--- src/rtl/lsu.sv ---
`default_nettype none
// ============================================================================
// lsu -- load/store unit driving the SISC data memory port
// Revision: 1.0
// ============================================================================
module lsu #(
  parameter int RD_WAIT = 1
) (
  input  logic        clk,
  input  logic        rst_f,
  input  logic        req_valid,
  output logic        req_ready,
  input  logic        req_we,
  input  logic [15:0] req_addr,
  input  logic [31:0] req_wdata,
  output logic        rsp_valid,
  output logic [31:0] rsp_rdata,
  output logic [15:0] dm_read_addr,
  output logic [15:0] dm_write_addr,
  output logic [31:0] dm_write_data,
  output logic        dm_we,
  input  logic [31:0] dm_read_data
);

  typedef enum logic [2:0] {
    S_IDLE     = 3'd0,
    S_RD_WAIT  = 3'd1,
    S_RD_RSP   = 3'd2,
    S_WR_SETUP = 3'd3,
    S_WR_PULSE = 3'd4,
    S_WR_DONE  = 3'd5
  } state_t;

  state_t      r_state;
  logic        r_alive;
  logic  [3:0] r_cnt;

  assign req_ready = r_alive && (r_state == S_IDLE);

  always_ff @(posedge clk or negedge rst_f) begin
    if (!rst_f) begin
      r_state       <= S_IDLE;
      r_alive       <= 1'b0;
      r_cnt         <= 4'd0;
      rsp_valid     <= 1'b0;
      rsp_rdata     <= 32'd0;
      dm_read_addr  <= 16'd0;
      dm_write_addr <= 16'd0;
      dm_write_data <= 32'd0;
      dm_we         <= 1'b0;
    end else begin
      r_alive   <= 1'b1;
      rsp_valid <= 1'b0;
      dm_we     <= 1'b0;
      case (r_state)
        S_IDLE: begin
          if (req_valid && req_ready) begin
            if (req_we) begin
              dm_write_addr <= req_addr;
              dm_write_data <= req_wdata;
              r_state       <= S_WR_SETUP;
            end else begin
              dm_read_addr <= req_addr;
              r_cnt        <= 4'(RD_WAIT);
              r_state      <= S_RD_WAIT;
            end
          end
        end
        S_RD_WAIT: begin
          r_cnt <= r_cnt - 4'd1;
          if (r_cnt == 4'd1) begin
            rsp_rdata <= dm_read_data;
            rsp_valid <= 1'b1;
            r_state   <= S_RD_RSP;
          end
        end
        S_RD_RSP: r_state <= S_IDLE;
        S_WR_SETUP: begin
          dm_we   <= 1'b1;
          r_state <= S_WR_PULSE;
        end
        // dm_we falls on this edge, committing the write while the response goes out
        S_WR_PULSE: begin
          rsp_valid <= 1'b1;
          r_state   <= S_WR_DONE;
        end
        S_WR_DONE: r_state <= S_IDLE;
        default:   r_state <= S_IDLE;
      endcase
    end
  end

endmodule
`default_nettype wire

--- config.mk ---
export PLATFORM = sky130hd
export DESIGN_NAME = lsu
export DESIGN_NICKNAME = d
export VERILOG_FILES = /design/src/rtl/lsu.sv
export SDC_FILE = /design/constraint.sdc
export NUM_CORES = 1
export LEC_CHECK = 0
export CAP_MARGIN = 15
export CORE_MARGIN = 4
export CORE_UTILIZATION = 43
export CTS_BUF_LIST = sky130_fd_sc_hd__clkbuf_2 sky130_fd_sc_hd__clkbuf_4 sky130_fd_sc_hd__clkbuf_8
export CTS_CLUSTER_SIZE = 10
export DETAILED_ROUTE_END_ITERATION = 7
export GPL_TIMING_DRIVEN = 0
export PLACE_DENSITY = 0.93
export SYNTH_ARGS = -nofsm -noshare
export SYNTH_HDL_FRONTEND = slang
export SYNTH_SLANG_ARGS = --single-unit
--- constraint.sdc ---
create_clock -name clk -period 2.4 [get_ports clk]
set_input_delay 0.6 -clock clk [delete_from_list [all_inputs] [get_ports clk]]
set_output_delay 0.6 -clock clk [all_outputs]
set_load 0.01 [all_outputs]
-- Word level (Yosys, flattened, before mapping)
Cells that the tools add are included.
- mux-type cells: 10
- reductions and logical operators: 9
- equality and inequality tests: 7
- $add $sub $neg: 1
- bitwise operators: 1
- operator list (cell ; count):
    $pmux W3 S4 ; 1
    $reduce_and A3 Y1 ; 3
    $mux W4 ; 2
    $pmux W4 S2 ; 1
    $mux W3 ; 2
    $eq A4 B1 Y1 const B ; 1
    $ne A2 B2 Y1 const B ; 2
    $reduce_and A2 Y1 ; 2
    $sub A4 B1 Y4 const B ; 1
    $eq A3 B1 Y1 const B ; 1
    $eq A3 B2 Y1 const B ; 1
    $eq A3 B3 Y1 const B ; 1
    $logic_not A3 Y1 ; 1
    $logic_and A1 B1 Y1 ; 2
    $mux W1 ; 2
    $mux W2 ; 1
    $ne A2 B1 Y1 const B ; 1
    $pmux W1 S2 ; 1
    $reduce_bool A2 Y1 ; 1
    $not A1 Y1 ; 1
- input port bits: 84
- logic and storage cells: 37
- bits in registers: 106
- output and inout port bits: 99

-- Longest topological paths before layout
- depth in word-level cells: 5
- mapped depth: 6
- depth with buffers taken out: 5

-- Least setup slack after synthesis
No wires, ideal clock.
- kind: register to register
- start: register r_state[1]
- end: register dm_read_addr[0]
- library setup time: 0.125 ns
- buffers on the path: 1
- stages on the path, launching flop included: 5
- arrival time: 1.705 ns
- slack: 0.570 ns
- required time: 2.275 ns
- period minus slack after synthesis: 1.830 ns
- cell sequence: dfrtp_1 or3_4 nor3_4 buf_8 mux2_4
- cells in the longest elaborated chain, start to end: 4
- ends and longest elaborated chain (item ; RTL line ; source):
    start: declaration ; 34 ; state_t r_state;
    start signal: assignment ; 42 ; r_state <= S_IDLE;
    start signal: assignment ; 61 ; r_state <= S_WR_SETUP;
    start signal: assignment ; 65 ; r_state <= S_RD_WAIT;
    $logic_not A3 Y1 * ; 38, 55 ;
    $logic_and A1 B1 Y1 ; 38 ; assign req_ready = r_alive && (r_state == S_IDLE);
    $logic_and A1 B1 Y1 ; 57 ; if (req_valid && req_ready) begin
    $reduce_and A3 Y1 (no source line) * ; - ;
    end signal: assignment ; 63 ; dm_read_addr <= req_addr;
    end: declaration ; 18 ; output logic [15:0] dm_read_addr,
Mark *: on every way between the ends. The rest lies on a longest branch, timed or not.
A chain may end at the register's enable or synchronous reset.

-- Worst setup path after layout
- start: register r_state[1]
- end: output req_ready
- cells in the longest elaborated chain, start to end: 2
- ends and longest elaborated chain (item ; RTL line ; source):
    $logic_not A3 Y1 ; 38 ;
    $logic_and A1 B1 Y1 ; 38 ;
    end: declaration ; 12 ; output logic req_ready,
Every way passes these cells.

==> summary.md <==
| Metric | Value |
|---|---|
| Endpoint required time on the critical path | `1.80 ns` |
| Worst Path Max Fanout | `8` |
| Leading cell types by total area after synthesis | `sky130_fd_sc_hd__dfrtp_1, sky130_fd_sc_hd__mux2_2, sky130_fd_sc_hd__mux2_4` |
| Cell taking the most area after synthesis | `sky130_fd_sc_hd__dfrtp_1` |
| Detail Route met2 WL | `4870 um` |
| Sink Count | `106` |
| Maximum clock frequency | `0.4485 GHz` |
| Proportion of synthesized flip-flops having asynchronous set or reset | `100.0%` |
| Wire length reported by the detailed router | `9641 um` |
| Diodes inserted | `0` |
| Area delta synth->final | `53.45%` |
| Share of synthesized area spent on multiplexers | `27.64%` |
| Met1 layer wirelength in the final routing | `3900 um` |
| FF+latch count, synth | `106` |
| Syn Std Cell Area | `4101 um^2` |
| Metal3 WL | `791 um` |
| Combinational family with the most area after synthesis | `multiplexers` |
| Final period util | `92.91%` |
| Average cell area after synthesis | `16.15 um^2` |
| Total design power | `8.023 mW` |
| Maximum vdd drop | `0.0006784 V` |
| Most frequent cells after synthesis | `sky130_fd_sc_hd__dfrtp_1, sky130_fd_sc_hd__mux2_2, sky130_fd_sc_hd__mux2_4` |
| Min cycle time layout | `2.230 ns` |
| Top delay family on crit path | `simple AND/OR/NAND/NOR gates` |
| Startpoint class of the critical path | `register` |
| CORE AREA | `9284 um^2` |
| Final setup violating endpoints | `0` |
| # placed instances | `566` |
| Number of global-route vias before repair | `3043` |
| Maximum number of pins on one net before global-route repair | `65` |
| Skew-Pair Late Insertion Delay | `0.35 ns` |
| Final design utilization | `67.79%` |
| Leakage | `2.647 nW` |
| Total of warnings raised by yosys | `0` |
| Fraction of the mapped netlist area in compound gates | `1.251%` |
| Non-filler cells in the finished layout | `580` |
| Horizontal extent of the die | `105.7 um` |
| Detailed placer's ending HPWL | `7454 um` |
| Wire length of the first global-routing pass | `15540 um` |
| Number of distinct library cells after synthesis | `31` |
| Most used standard cell by instance count after synthesis | `sky130_fd_sc_hd__dfrtp_1` |
| Average wire per cell in the routed design | `16.62 um` |
| Worst Path Arrival | `1.63 ns` |
| Worst-path cell chain | `or3_4 -> nor2_1 -> dlygate4sd2_1` |
| Number of hold-repair buffers added at the cts stage | `0` |
| Slew of the pin with the lowest slew margin | `0.8241 ns` |
| Core Rows | `35` |
| Kind of path behind the tightest hold check | `in2async` |
| Count of nets left with antenna violations after detail routing | `0` |
| Number of flops mapped to enable cells by yosys | `0` |
| Fraction of layout cells with a size suffix above 1 | `28.38%` |
| Synth Area in Adders | `0.6101%` |
| Path depth of the worst reg2reg path | `6` |
| Simple logic cell fraction of the synthesized area | `3.691%` |
| First-iteration detailed-routing DRC count | `58` |
| Worst clock skew on the final layout | `0.006705 ns` |
| Critical R2R Launch | `r_cnt[1]` |
| Gate count after technology mapping | `254` |
| Start point of the critical path | `r_state[1]` |
| Post-DR vias/cell | `4.660` |
| Primary FF master, synth | `sky130_fd_sc_hd__dfrtp_1` |
| Type of element capturing the critical path | `output port` |
| Cell with the biggest individual delay on the critical path | `sky130_fd_sc_hd__dfrtp_2` |
| Number of input and output port buffers inserted | `182` |
| Clock tree from TritonCTS | `yes` |
| CTS buffer count | `9` |
| GP Congestion | `0.7238` |
| Highest cell delay on the worst timing path | `0.46 ns` |
| Setup crit end | `req_ready` |
| Remaining max-slew budget at the tightest pin | `45.06%` |
| Fraction of synthesized cell area in xor and xnor cells | `0%` |
| Highest metal layer with signal wires | `met4` |
| Part of the Yosys area used for sequential elements | `64.67%` |
| Floorplan die area | `11170 um^2` |
| Power Density | `1275 nW/um^2` |
| Critical R2R Capture | `rsp_rdata[11]` |
| Mapped Nets | `340` |
| Share of the synthesized area in the top cell type | `64.67%` |
| Setup slack of the most critical reg-to-reg path | `0.36 ns` |
| Max-slew violation count | `0` |
| Buf/Inv on CP | `1` |
| RSZ-0062 raised after global routing | `no` |
| Initial DRT Pass Iterations | `4` |
| Result of the run | `finished clean` |
| Final Net Count | `534` |
| Hold Violations, Final | `0` |
| Number of cells on the critical path | `3` |
| Worst Path Class, Setup | `reg2out` |
| Clock transition at the register clock pins on the worst setup and hold paths after CTS | `0.09 ns` |
| Clock root buffer master | `sky130_fd_sc_hd__clkbuf_8` |
| Total number of vias | `2703` |
| Number of H-tree branching levels | `3` |
| Initial antenna violation count | `0` |
| Total global routing overflow | `0` |
| Maximum root-to-sink buffer count | `2` |
| Overall routing resource usage | `17.62%` |
| Starting utilization of the core area | `44.18%` |
| Residual DRC | `0` |
| I/O pin total | `183` |
| Count of max-cap constraint violations | `0` |
| Height of the die | `105.7 um` |
## cell type report
type / instances / area, um^2
plain buffers: 10 / 65.06
fillers: 682 / 2990
well taps: 129 / 161.4
flip-flops and latches: 106 / 2654
multi-input cells: 133 / 1365
repair buffers: 183 / 1838
clock buffers: 11 / 151.4
clock inverters: 3 / 40.04
inverters: 5 / 18.77
## where the power goes
part | switching [mW] | internal [mW]
logic | 1.36 | 2.43
clock network | 0.556 | 0.525
registers | 0.485 | 2.67
total | 2.40 | 5.62
## layout by cell type (no fill, tap or decap), drive strengths merged
| master | n |
|---|---|
| clkdlybuf4s50 | 180 |
| dfrtp | 106 |
| mux2 | 98 |
| clkbuf | 12 |
| buf | 11 |
| inv | 5 |
| a21oi | 5 |
| or3 | 4 |
| nand2 | 3 |
| nor2 | 3 |
| nor2b | 2 |
| nor3b | 2 |
| nand3 | 2 |
| ha | 2 |
| clkinv | 2 |
| nor3 | 2 |
| and2 | 1 |
| and4b | 1 |
| nand2b | 1 |
| or2 | 1 |
| or3b | 1 |
| o21ai | 1 |
| o22ai | 1 |
| o31ai | 1 |
| o211ai | 1 |
| bufinv | 1 |
| dlygate4sd2 | 1 |
| conb | 1 |
## per-stage QoR
step | hold WS (ns) | instance area [um^2] | setup TNS [ns] | setup WS, ns
final | 0.3095 | 6294 | 0 | 0.1701
after global routing | 0.4004 | 6294 | 0 | 0.08842
after CTS | 0.3617 | 6294 | 0 | 0.1427
after detailed placement | 0.4921 | 6102 | -0.1609 | -0.01754
after global placement | 0.4882 | 6085 | -333.12 | -3.148
after floorplan | 0.3044 | 4101 | 0 | 0.5704
## layer usage
| metal | up-vias | GRT usage, % |
|---|---|---|
| met3 | 7 | 6.797 |
| li1 | 1271 | - |
| met2 | 103 | 30.74 |
| met1 | 1322 | 20.50 |
| met4 | 0 | 4.163 |
| met5 | - | 0 |
## flip-flops by register name, indices dropped and copies added, names as in the netlist
signal and cells:
r_alive 1, rsp_rdata 32, dm_we 1, r_state 3, dm_write_data 32, dm_write_addr 16
r_cnt 4, dm_read_addr 16, rsp_valid 1
## worst min path at each step
stage / endpoint / slack [ns] / start
finish: dm_write_data[25] / 0.31 / rst_f
global route: rsp_rdata[29] / 0.40 / rst_f
CTS: dm_write_data[25] / 0.36 / rst_f
detailed placement: rsp_rdata[16] / 0.49 / rsp_rdata[16]
global placement: dm_write_data[20] / 0.49 / dm_write_data[20]
floorplan: dm_read_addr[0] / 0.30 / rst_f
## repair_timing
item                                    in CTS  in global routing
hold endpoints to repair                     0                  0
buffers inserted                             0                  0
endpoints found under the setup margin       1                  0
gates resized for setup                      2                  0
## logic make-up after synthesis
group	Yosys count
AO/OA/AOI/OAI	9
adder cells (fa/ha/maj)	2
buffers and inverters	15
flip-flops	106
multiplexers	98
other	1
AND/OR/NAND/NOR	23
(Power assumes the default switching activity.)
